===== config.mk =====
export PLATFORM = sky130hd
export DESIGN_NAME = cloud_sprite_renderer
export DESIGN_NICKNAME = d
export VERILOG_FILES = /design/src/rtl/cloud_sprite_renderer.sv
export SDC_FILE = /design/constraint.sdc
export NUM_CORES = 1
export LEC_CHECK = 0
export ABC_CLOCK_PERIOD_IN_PS = 9300
export BUFFER_PORTS_ARGS = -buffer_cell sky130_fd_sc_hd__buf_2
export CORE_MARGIN = 2
export CORE_UTILIZATION = 60
export DETAILED_ROUTE_END_ITERATION = 10
export GPL_ROUTABILITY_DRIVEN = 0
export GPL_TIMING_DRIVEN = 0
export PLACE_DENSITY_LB_ADDON = 0.12
export REMOVE_ABC_BUFFERS = 1
export SLEW_MARGIN = 20
export SYNTH_ARGS = -nofsm -noshare
export SYNTH_HDL_FRONTEND = slang
export SYNTH_SLANG_ARGS = --single-unit

===== constraint.sdc =====
create_clock -name Clk -period 9.3 [get_ports Clk]
set_input_delay 2.79 -clock Clk [delete_from_list [all_inputs] [get_ports Clk]]
set_output_delay 2.79 -clock Clk [all_outputs]
set_load 0.1 [all_outputs]

===== src/rtl/cloud_sprite_renderer.sv =====
// Circular cloud sprite renderer: generates the frame tick, shadows the cloud
// geometry per frame, tests each pixel for inside/rim membership and counts coverage.
module cloud_sprite_renderer #(
   parameter int unsigned RIM_W = 2
) (
   input  logic        Clk,
   input  logic        Reset_n,
   input  logic [9:0]  CloudX,
   input  logic [9:0]  CloudY,
   input  logic [9:0]  CloudS,
   input  logic [9:0]  DrawX,
   input  logic [9:0]  DrawY,
   input  logic        vs,
   input  logic        blank,
   output logic        frame_tick,
   output logic        cloud_on,
   output logic        cloud_rim,
   output logic [18:0] pix_count,
   output logic [7:0]  frame_cnt
);

   localparam logic [9:0] RIM = 10'(RIM_W);

   logic        vs_d;
   logic [9:0]  s_x;
   logic [9:0]  s_y;
   logic [9:0]  s_s;

   logic signed [10:0] dx;
   logic signed [10:0] dy;
   logic [9:0]  adx_c;
   logic [9:0]  ady_c;
   logic [9:0]  r_in_c;

   logic [9:0]  adx;
   logic [9:0]  ady;
   logic [9:0]  r_in;
   logic [9:0]  s1_s;
   logic        vis1;

   logic [19:0] adx2;
   logic [19:0] ady2;
   logic [20:0] d2;
   logic [19:0] s2;
   logic [19:0] rin2;
   logic        on_c;
   logic        rim_c;

   logic [18:0] acc;
   logic        acc_full;

   // vs_d resets to 0 so a vs already low at release cannot look like an edge
   always_ff @(posedge Clk or negedge Reset_n) begin
      if (!Reset_n) begin
         vs_d       <= 1'b0;
         frame_tick <= 1'b0;
      end else begin
         vs_d       <= vs;
         frame_tick <= vs_d & ~vs;
      end
   end

   always_ff @(posedge Clk or negedge Reset_n) begin
      if (!Reset_n) begin
         s_x <= '0;
         s_y <= '0;
         s_s <= '0;
      end else if (frame_tick) begin
         s_x <= CloudX;
         s_y <= CloudY;
         s_s <= CloudS;
      end
   end

   always_comb begin
      dx     = signed'({1'b0, DrawX}) - signed'({1'b0, s_x});
      dy     = signed'({1'b0, DrawY}) - signed'({1'b0, s_y});
      adx_c  = dx[10] ? (~dx[9:0] + 10'd1) : dx[9:0];
      ady_c  = dy[10] ? (~dy[9:0] + 10'd1) : dy[9:0];
      r_in_c = (s_s > RIM) ? (s_s - RIM) : '0;
   end

   always_ff @(posedge Clk or negedge Reset_n) begin
      if (!Reset_n) begin
         adx  <= '0;
         ady  <= '0;
         r_in <= '0;
         s1_s <= '0;
         vis1 <= 1'b0;
      end else begin
         adx  <= adx_c;
         ady  <= ady_c;
         r_in <= r_in_c;
         s1_s <= s_s;
         vis1 <= blank;
      end
   end

   // Radius travels with the pixel so both squares in stage 2 belong to one frame
   always_comb begin
      adx2  = {10'd0, adx} * {10'd0, adx};
      ady2  = {10'd0, ady} * {10'd0, ady};
      d2    = {1'b0, adx2} + {1'b0, ady2};
      s2    = {10'd0, s1_s} * {10'd0, s1_s};
      rin2  = {10'd0, r_in} * {10'd0, r_in};
      on_c  = vis1 & (d2 <= {1'b0, s2});
      rim_c = on_c & (d2 > {1'b0, rin2});
   end

   always_ff @(posedge Clk or negedge Reset_n) begin
      if (!Reset_n) begin
         cloud_on  <= 1'b0;
         cloud_rim <= 1'b0;
      end else begin
         cloud_on  <= on_c;
         cloud_rim <= rim_c;
      end
   end

   assign acc_full = (acc == '1);

   // The pixel visible on the tick edge belongs to the frame being reported
   always_ff @(posedge Clk or negedge Reset_n) begin
      if (!Reset_n) begin
         acc       <= '0;
         pix_count <= '0;
         frame_cnt <= '0;
      end else if (frame_tick) begin
         pix_count <= (cloud_on && !acc_full) ? acc + 19'd1 : acc;
         acc       <= '0;
         frame_cnt <= frame_cnt + 8'd1;
      end else if (cloud_on && !acc_full) begin
         acc <= acc + 19'd1;
      end
   end

endmodule


## Word level (Yosys, flattened, before mapping)

Index checks and enable logic that the tools add are counted.

| word-level totals | value |
|---|---|
| register bits | 121 |
| input bits | 54 |
| output and inout bits | 30 |

| operators by class | value |
|---|---|
| add/sub/neg operators | 8 |
| multiply operators | 4 |
| magnitude comparators | 3 |
| equal/unequal tests | 1 |
| mux-type cells | 5 |
| bitwise gates (word level) | 6 |
| reduce and logical (&&, ||, !) cells | 2 |

Operators with widths:

| operator | count |
|---|---|
| $mul A10 B10 Y20 | 4 |
| $mux W19 | 2 |
| $mux W10 | 3 |
| $sub A10 B10 Y11 | 2 |
| $add A20 B20 Y21 | 1 |
| $gt A21 B20 Y1 | 1 |
| $le A21 B20 Y1 | 1 |
| $add A10 B1 Y10 const B | 2 |
| $not A10 Y10 | 2 |
| $add A19 B1 Y19 const B | 1 |
| $eq A19 B19 Y1 const B | 1 |
| $gt A10 B2 Y1 const B | 1 |
| $sub A10 B2 Y10 const B | 1 |
| $add A8 B1 Y8 const B | 1 |
| $and A1 B1 Y1 | 3 |
| $logic_and A1 B1 Y1 | 1 |
| $logic_not A1 Y1 | 1 |
| $not A1 Y1 | 1 |

## Depth between registers and ports, before layout

Gate-level depths: netlist of the first run.

| logic depth | value |
|---|---|
| word-level depth | 5 |
| gate-level depth with buffers | 32 |
| mapped depth without buffers | 31 |

## Worst setup path after synthesis of the first run

Ideal clock, no wire load.

| path | value |
|---|---|
| kind | register to register |
| from | register ady[1] |
| to | register cloud_rim |
| library setup time | 0.101 ns |
| arrival | 7.476 ns |
| path slack | 1.723 ns |
| stages on the path, launching flop included | 29 |
| path buffers | 1 |
| path through | dfrtp_1 clkbuf_1 and2_1 fa_1 fa_1 inv_1 fa_1 inv_1 fa_1 fa_1 fa_1 inv_1 fa_1 inv_1 ha_1 a21oi_1 nor2_1 a211oi_1 a21boi_0 nor2_1 a21oi_1 xor2_1 ha_1 a21o_1 a21o_1 a2111oi_0 o2111a_1 o21ai_0 nor4_1 |

| on the way | value |
|---|---|
| word-level cells in the longest chain between the ends | 5 |
| elaborated cells between the ends (all ways) | 6 |

RTL lines:

| what | line | text |
|---|---|---|
| start: declaration | 36 | `logic [9:0] ady;` |
| start signal: assignment | 92 | `ady <= ady_c;` |
| $mul A10 B10 Y20 * | 102 | `ady2 = {10'd0, ady} * {10'd0, ady};` |
| $add A20 B20 Y21 * | 103 | `d2 = {1'b0, adx2} + {1'b0, ady2};` |
| $le A21 B20 Y1 | 106 | `on_c = vis1 & (d2 <= {1'b0, s2});` |
| $and A1 B1 Y1 | 106 |  |
| $and A1 B1 Y1 * | 107 | `rim_c = on_c & (d2 > {1'b0, rin2});` |
| net rim_c | 47 | `logic rim_c;` |
| end signal: assignment | 116 | `cloud_rim <= rim_c;` |
| end: declaration | 17 | `output logic cloud_rim,` |

The timed path passes the listed nets; every way through them passes the cells marked *.
A chain may end at the register's enable or synchronous reset.

## Worst setup path after layout of the first run

| path | value |
|---|---|
| from | register ady[1] |
| to | register cloud_on |

| on the way | value |
|---|---|
| word-level cells in the longest chain between the ends | 4 |

RTL lines:

| what | line | text |
|---|---|---|
| $mul A10 B10 Y20 | 102 |  |
| $add A20 B20 Y21 | 103 |  |
| $le A21 B20 Y1 | 106 |  |
| $and A1 B1 Y1 | 106 |  |
| net on_c | 46 | `logic on_c;` |
| end signal: assignment | 115 | `cloud_on <= on_c;` |
| end: declaration | 16 | `output logic cloud_on,` |

The timed path passes the listed nets, and every way through them passes these cells.

==> flow_metrics.env, run 1 <==
export IMPL_hold_start="vs_d"
export IMPL_cpMaxStageDelayCell="dfrtp_1"
export IMPL_vias=12300
export IMPL_ff_latch_area_sq_mm=0.00303
export IMPL_cap_violations=0
export IMPL_remaining_drc_errors=0
export IMPL_tritoncts="yes"
export IMPL_grt_util_all_layers_pct=23.5
export IMPL_final_fill_count=2330
export IMPL_critical_path_class="flop to flop"
export IMPL_max_freq_mhz=114
export IMPL_avgSynthCellArea_sq_um=9.38
export IMPL_synthDistinctLibCells=59
export IMPL_required_ns=9.56
export IMPL_dieArea_sq_mm=0.0300
export IMPL_fin_crit_ns=8.78
export IMPL_antenna_found_initial=0
export IMPL_drt_antenna_violating_nets=0
export IMPL_path_common_cell="fa_1"
export IMPL_synth_area_top_cells="fa_1 26%, dfrtp_1 18%, ha_1 17%"
export IMPL_layout_common_cells="339 x inv_1, 240 x ha_1, 224 x fa_1"
export IMPL_ioPinCount=84
export IMPL_regToRegEndpoint="cloud_on"
export IMPL_dieHeight_microns=173
export IMPL_worstPathArrival_ns=9.05
export IMPL_startpoint_type="flop"
export IMPL_start_util_pct=61.4
export IMPL_synth_seq_area_share_pct=17.6
export IMPL_detail_route_wl_per_cell_microns=14.5
export IMPL_avgViaCountPerCell=5.38
export IMPL_endpoint_kind="flop"
export IMPL_async_reset_ff_share_pct=100
export IMPL_ctsHoldBuffers=0
export IMPL_layout_drive_gt1_share_pct=7.73
export IMPL_yosysTopAreaCell="fa_1"
export IMPL_hold_path_cell_count=1
export IMPL_nets=2406
export IMPL_portBuffers=83
export IMPL_clock_root_buffer="clkbuf_16"
export IMPL_hpwl_microns=27300
export IMPL_multi_input_area_sq_mm=0.0127
export IMPL_reg2reg_depth=27
export IMPL_regToRegSetupSlack_ns=0.52
export IMPL_drt_iter0_drc=505
export IMPL_synth_edf_count=0
export IMPL_grt_max_degree=83
export IMPL_setup_viol=0
export IMPL_synth_seq_cells=121
export IMPL_diodes=0
export IMPL_hold_viol=0
export IMPL_rsz0062_at_grt="false"
export IMPL_hp_class="flop to flop"
export IMPL_fp_dieW_microns=173
export IMPL_clock_latency_ns=0.42
export IMPL_slowest_delay_ns=0.67
export IMPL_cts_sinks=121
export IMPL_tns_ns=0
export IMPL_grt_pass1_wl_microns=58800
export IMPL_outcome="finished clean"
export IMPL_overflow=0
export IMPL_ys_flop_type="dfrtp_1"
export IMPL_ctsResizeCount=0
export IMPL_mostFrequentLayoutCell="inv_1"
export IMPL_min_period_over_period_pct=94.5
export IMPL_cts_setup_buffers=0
export IMPL_h_tree_depth=4
export IMPL_syn_to_final_growth_pct=8.08
export IMPL_yosys_warnings=0
export IMPL_routed_wl_microns=33000
export IMPL_cts_buffers=17
export IMPL_final_max_slew_viol_count=0
export IMPL_synth_cell_area_sq_mm=0.0172
export IMPL_synth_top_area_share_pct=26.1
export IMPL_clock_skew_ns=0.00841
export IMPL_cts_max_path_buffers=2
export IMPL_grt_pass1_vias=12800
export IMPL_clkTransAtPathRegs_ns=0.06
export IMPL_coreArea_sq_mm=0.0280
export IMPL_hold_end="frame_tick"
export IMPL_critPathMaxFanout=13
export IMPL_rows=61
export IMPL_synthesis_instances=1833
export IMPL_slew_limit_headroom_pct=58.1
export IMPL_drt_pass1_iter_count=5
export IMPL_r2r_start="ady[1]"
export IMPL_worst_pin_slew_ns=0.613
==> worst max-delay path by stage <==
stage	depth (start not counted)	startpoint	slack, ns	endpoint
after floorplan	27	ady[1]	1.81	cloud_rim
after global placement	26	ady[0]	0.47	cloud_on
after detailed placement	26	ady[0]	0.45	cloud_on
after CTS	26	ady[0]	0.39	cloud_on
after global routing	27	ady[1]	0.001	cloud_on
final	27	ady[1]	0.52	cloud_on
==> stage by stage <==
step | std cells | hold WS [ns] | utilization (%) | setup WS (ns) | instance area, sq um
after global routing | 2279 | 0.483 | 66.3 | 0.00145 | 18600
after global placement | 2245 | 0.449 | 63.9 | 0.472 | 17900
after floorplan | 1784 | 0.409 | - | 1.81 | 17000
final | 2279 | 0.463 | 66.3 | 0.516 | 18600
after detailed placement | 2247 | 0.455 | 64.1 | 0.448 | 18000
after CTS | 2279 | 0.470 | 66.3 | 0.390 | 18600
==> cell families (layout without fill, tap and decap cells) <==
logic type | after synthesis | in the layout | synth area share [%]
buffers and inverters | 388 | 456 | 8.47
adder cells (fa/ha/maj) | 464 | 464 | 43.5
flip-flops | 121 | 121 | 17.6
XOR/XNOR | 130 | 130 | 6.62
AO/OA/AOI/OAI | 247 | 247 | 9.08
AND/OR/NAND/NOR | 462 | 462 | 13.3
multiplexers | 21 | 21 | 1.35
==> synth_stat cells, types with 2 or more instances <==
cell,n
or3_1,2
mux2_2,18
nand4b_1,2
a21boi_0,2
mux2i_1,3
nor3_1,10
a41oi_1,2
nand3_1,17
o2111ai_1,3
a21oi_1,84
nor2b_1,15
nor2_1,104
o21ai_0,58
a31oi_1,11
inv_1,339
o22ai_1,2
xnor2_1,77
a21o_1,25
and4_1,2
xor2_1,53
o21bai_1,7
nor4_1,7
a221o_1,2
o2111a_1,2
and3_1,15
a31o_2,3
a22o_1,2
nand2b_1,20
dfrtp_1,121
clkbuf_1,48
o21ai_1,2
nand2_1,133
a2111oi_0,3
o21a_1,12
a41o_1,3
o21ba_2,2
nand4_1,15
o31ai_1,3
a311oi_1,2
fa_1,224
ha_1,240
and2_1,114
o211ai_1,2
a211o_1,2
a211oi_1,6
==> cell type report <==
cell class                      count  area share, %
Timing Repair Buffer               85           2.57
Sequential cell                   121           16.3
Clock buffer                       18           2.31
Inverter                          339           6.85
Clock inverter                     14           1.02
Multi-Input combinational cell   1324           68.4
Tap cell                          378           2.54
==> state kept, by name, indices dropped and copies added (netlist names) <==
register    flops
s_x            10
s_y            10
frame_cnt       8
s1_s           10
frame_tick      1
ady            10
acc            19
s_s            10
adx            10
r_in           10
pix_count      19
vis1            1
vs_d            1
cloud_rim       1
cloud_on        1
==> critical path: cells and delay by family (launching register included) <==
family / cells / cell delay, ns
AOI/OAI and AO/OA: 9 / 2.24
xor gates and xnor gates: 1 / 0.31
adders and majority gates: 9 / 4.18
buffers and inverters: 4 / 0.21
DFF: 1 / 0.67
and+or+nand+nor: 4 / 1.03
==> layer usage <==
layer  vias up  global-route usage [%]  wire (microns)
met5         -                       0               0
met4         0                    5.51             529
met3        45                    2.28            1110
met2       216                    40.6           16100
met1      6030                    32.2           15200
li1       5977                       -               -
Power of run 1 is not shown: default switching activity piles up to over one toggle a cycle in this logic, so the estimate is an artifact.
==> run 2, diff against run 1 <==
--- a/config.mk
+++ b/config.mk
@@ -9,3 +9,3 @@
 export BUFFER_PORTS_ARGS = -buffer_cell sky130_fd_sc_hd__buf_2
-export CORE_MARGIN = 2
+export CORE_MARGIN = 4
 export CORE_UTILIZATION = 60
--- a/constraint.sdc
+++ b/constraint.sdc
@@ -3,2 +3,2 @@
 set_output_delay 2.79 -clock Clk [all_outputs]
-set_load 0.1 [all_outputs]
+set_load 0.02 [all_outputs]
==> run 2 against run 1 <==
Net effect: count of clock-buffer cells in the layout unchanged; highest routed layer unchanged; non-clock buffer count unchanged; cell count unchanged; clock skew increased by 0.0014 ns; critical endpoint is now cloud_rim; first-iteration DRC count decreased by 14%; sequential share of layout area about the same; critical path type unchanged.
==> flow_metrics.env, run 2 (same netlist as run 1, synthesis figures left out) <==
export IMPL_cts_sinks=121
export IMPL_overflow=0
export IMPL_final_max_slew_viol_count=0
export IMPL_cap_violations=0
export IMPL_layout_common_cells="339 x inv_1, 240 x ha_1, 224 x fa_1"
export IMPL_portBuffers=83
export IMPL_hold_viol=0
export IMPL_grt_pass1_vias=13100
export IMPL_hpwl_microns=27400
export IMPL_cts_setup_buffers=0
export IMPL_drt_antenna_violating_nets=0
export IMPL_routed_wl_microns=32900
export IMPL_grt_util_all_layers_pct=22.9
export IMPL_cts_max_path_buffers=2
export IMPL_drt_pass1_iter_count=8
export IMPL_ctsResizeCount=0
export IMPL_cts_buffers=17
export IMPL_ioPinCount=84
export IMPL_diodes=0
export IMPL_max_freq_mhz=116
export IMPL_required_ns=9.58
export IMPL_clock_latency_ns=0.41
export IMPL_clock_root_buffer="clkbuf_16"
export IMPL_detail_route_wl_per_cell_microns=14.5
export IMPL_rows=61
export IMPL_grt_max_degree=84
export IMPL_start_util_pct=61.4
export IMPL_outcome="finished clean"
export IMPL_cpMaxStageDelayCell="fa_1"
export IMPL_fp_dieW_microns=177
export IMPL_fin_crit_ns=8.63
export IMPL_dieHeight_microns=177
export IMPL_clock_skew_ns=0.00977
export IMPL_drt_iter0_drc=432
export IMPL_vias=12300
export IMPL_syn_to_final_growth_pct=7.95
export IMPL_dp_cells=2247
export IMPL_critPathMaxFanout=11
export IMPL_avgViaCountPerCell=5.38
export IMPL_clkTransAtPathRegs_ns=0.06
export IMPL_place_ws_ns=0.256
export IMPL_stdcell_count=2279
export IMPL_worst_pin_slew_ns=0.595
export IMPL_reg_largest_list="acc x19, pix_count x19"
export IMPL_nets=2406
export IMPL_hp_class="flop to flop"
export IMPL_mostFrequentLayoutCell="inv_1"
export IMPL_endpoint_kind="flop"
export IMPL_startpoint_type="flop"
export IMPL_setup_viol=0
export IMPL_path_common_cell="fa_1"
export IMPL_ctsHoldBuffers=0
export IMPL_cp_top_family="adder cells"
export IMPL_tns_ns=0
export IMPL_layout_drive_gt1_share_pct=8.10
export IMPL_fin_ws_ns=0.667
export IMPL_grt_pass1_wl_microns=59600
export IMPL_min_period_over_period_pct=92.8
export IMPL_worstPathArrival_ns=8.91
export IMPL_dieArea_sq_mm=0.0314
export IMPL_critical_path_class="flop to flop"
export IMPL_fin_hold_ws_ns=0.483
export IMPL_slowest_delay_ns=0.58
export IMPL_slew_limit_headroom_pct=60.3
export IMPL_remaining_drc_errors=0
export IMPL_coreArea_sq_mm=0.0280
export IMPL_crit_buf_inv=4
export IMPL_h_tree_depth=4
export IMPL_antenna_found_initial=0
export IMPL_tritoncts="yes"
-- run 2: changes by cell type in the layout (fill, tap and decap cells not counted), moves of 2 or more --
cell        delta
dfrtp_1        -4
dfrtp_2        +4
clkinv_4       -3
bufinv_16      -2
clkinv_2       +2
clkinvlp_4     +2
-- run 2: per-layer routing --
layer  wire length, microns  track usage [%]  part of all wire [%]  up-vias
li1                       -                -                     -     5981
met2                  16200             39.3                    49      207
met3                   1240             2.58                   3.8       35
met4                    469             5.09                   1.4        0
met1                  15000             31.6                    46     6046
met5                      0                0                     0        -
-- run 2: through the flow --
stage / area (sq um) / util [%]
finish: 18600 / 66.3
global route: 18600 / 66.3
CTS: 18500 / 66.2
detailed placement: 18000 / 64.1
global placement: 17900 / 63.9
floorplan: 17000 / -
-- run 2: path summary, 6_finish.rpt --
check,from,to,slack [ns],cells after the start
max,ady[7],cloud_rim,0.67,27
min,s_s[6],s1_s[6],0.48,0
max reg2reg,ady[7],cloud_rim,0.67,27
min reg2reg,s_s[6],s1_s[6],0.48,0
max in group asynchronous,Reset_n,s1_s[3],6.30,2
min in group asynchronous,Reset_n,s_y[5],2.27,1
-- run 2: layout make-up --
class | instances | area (sq um)
Sequential cell | 121 | 3040
Clock buffer | 18 | 439
Timing Repair Buffer | 85 | 477
Inverter | 339 | 1270
Clock inverter | 14 | 140
Multi-Input combinational cell | 1324 | 12700
Tap cell | 378 | 473
Fill cell | 2312 | 9450
Power of run 2 is left out for the same reason.
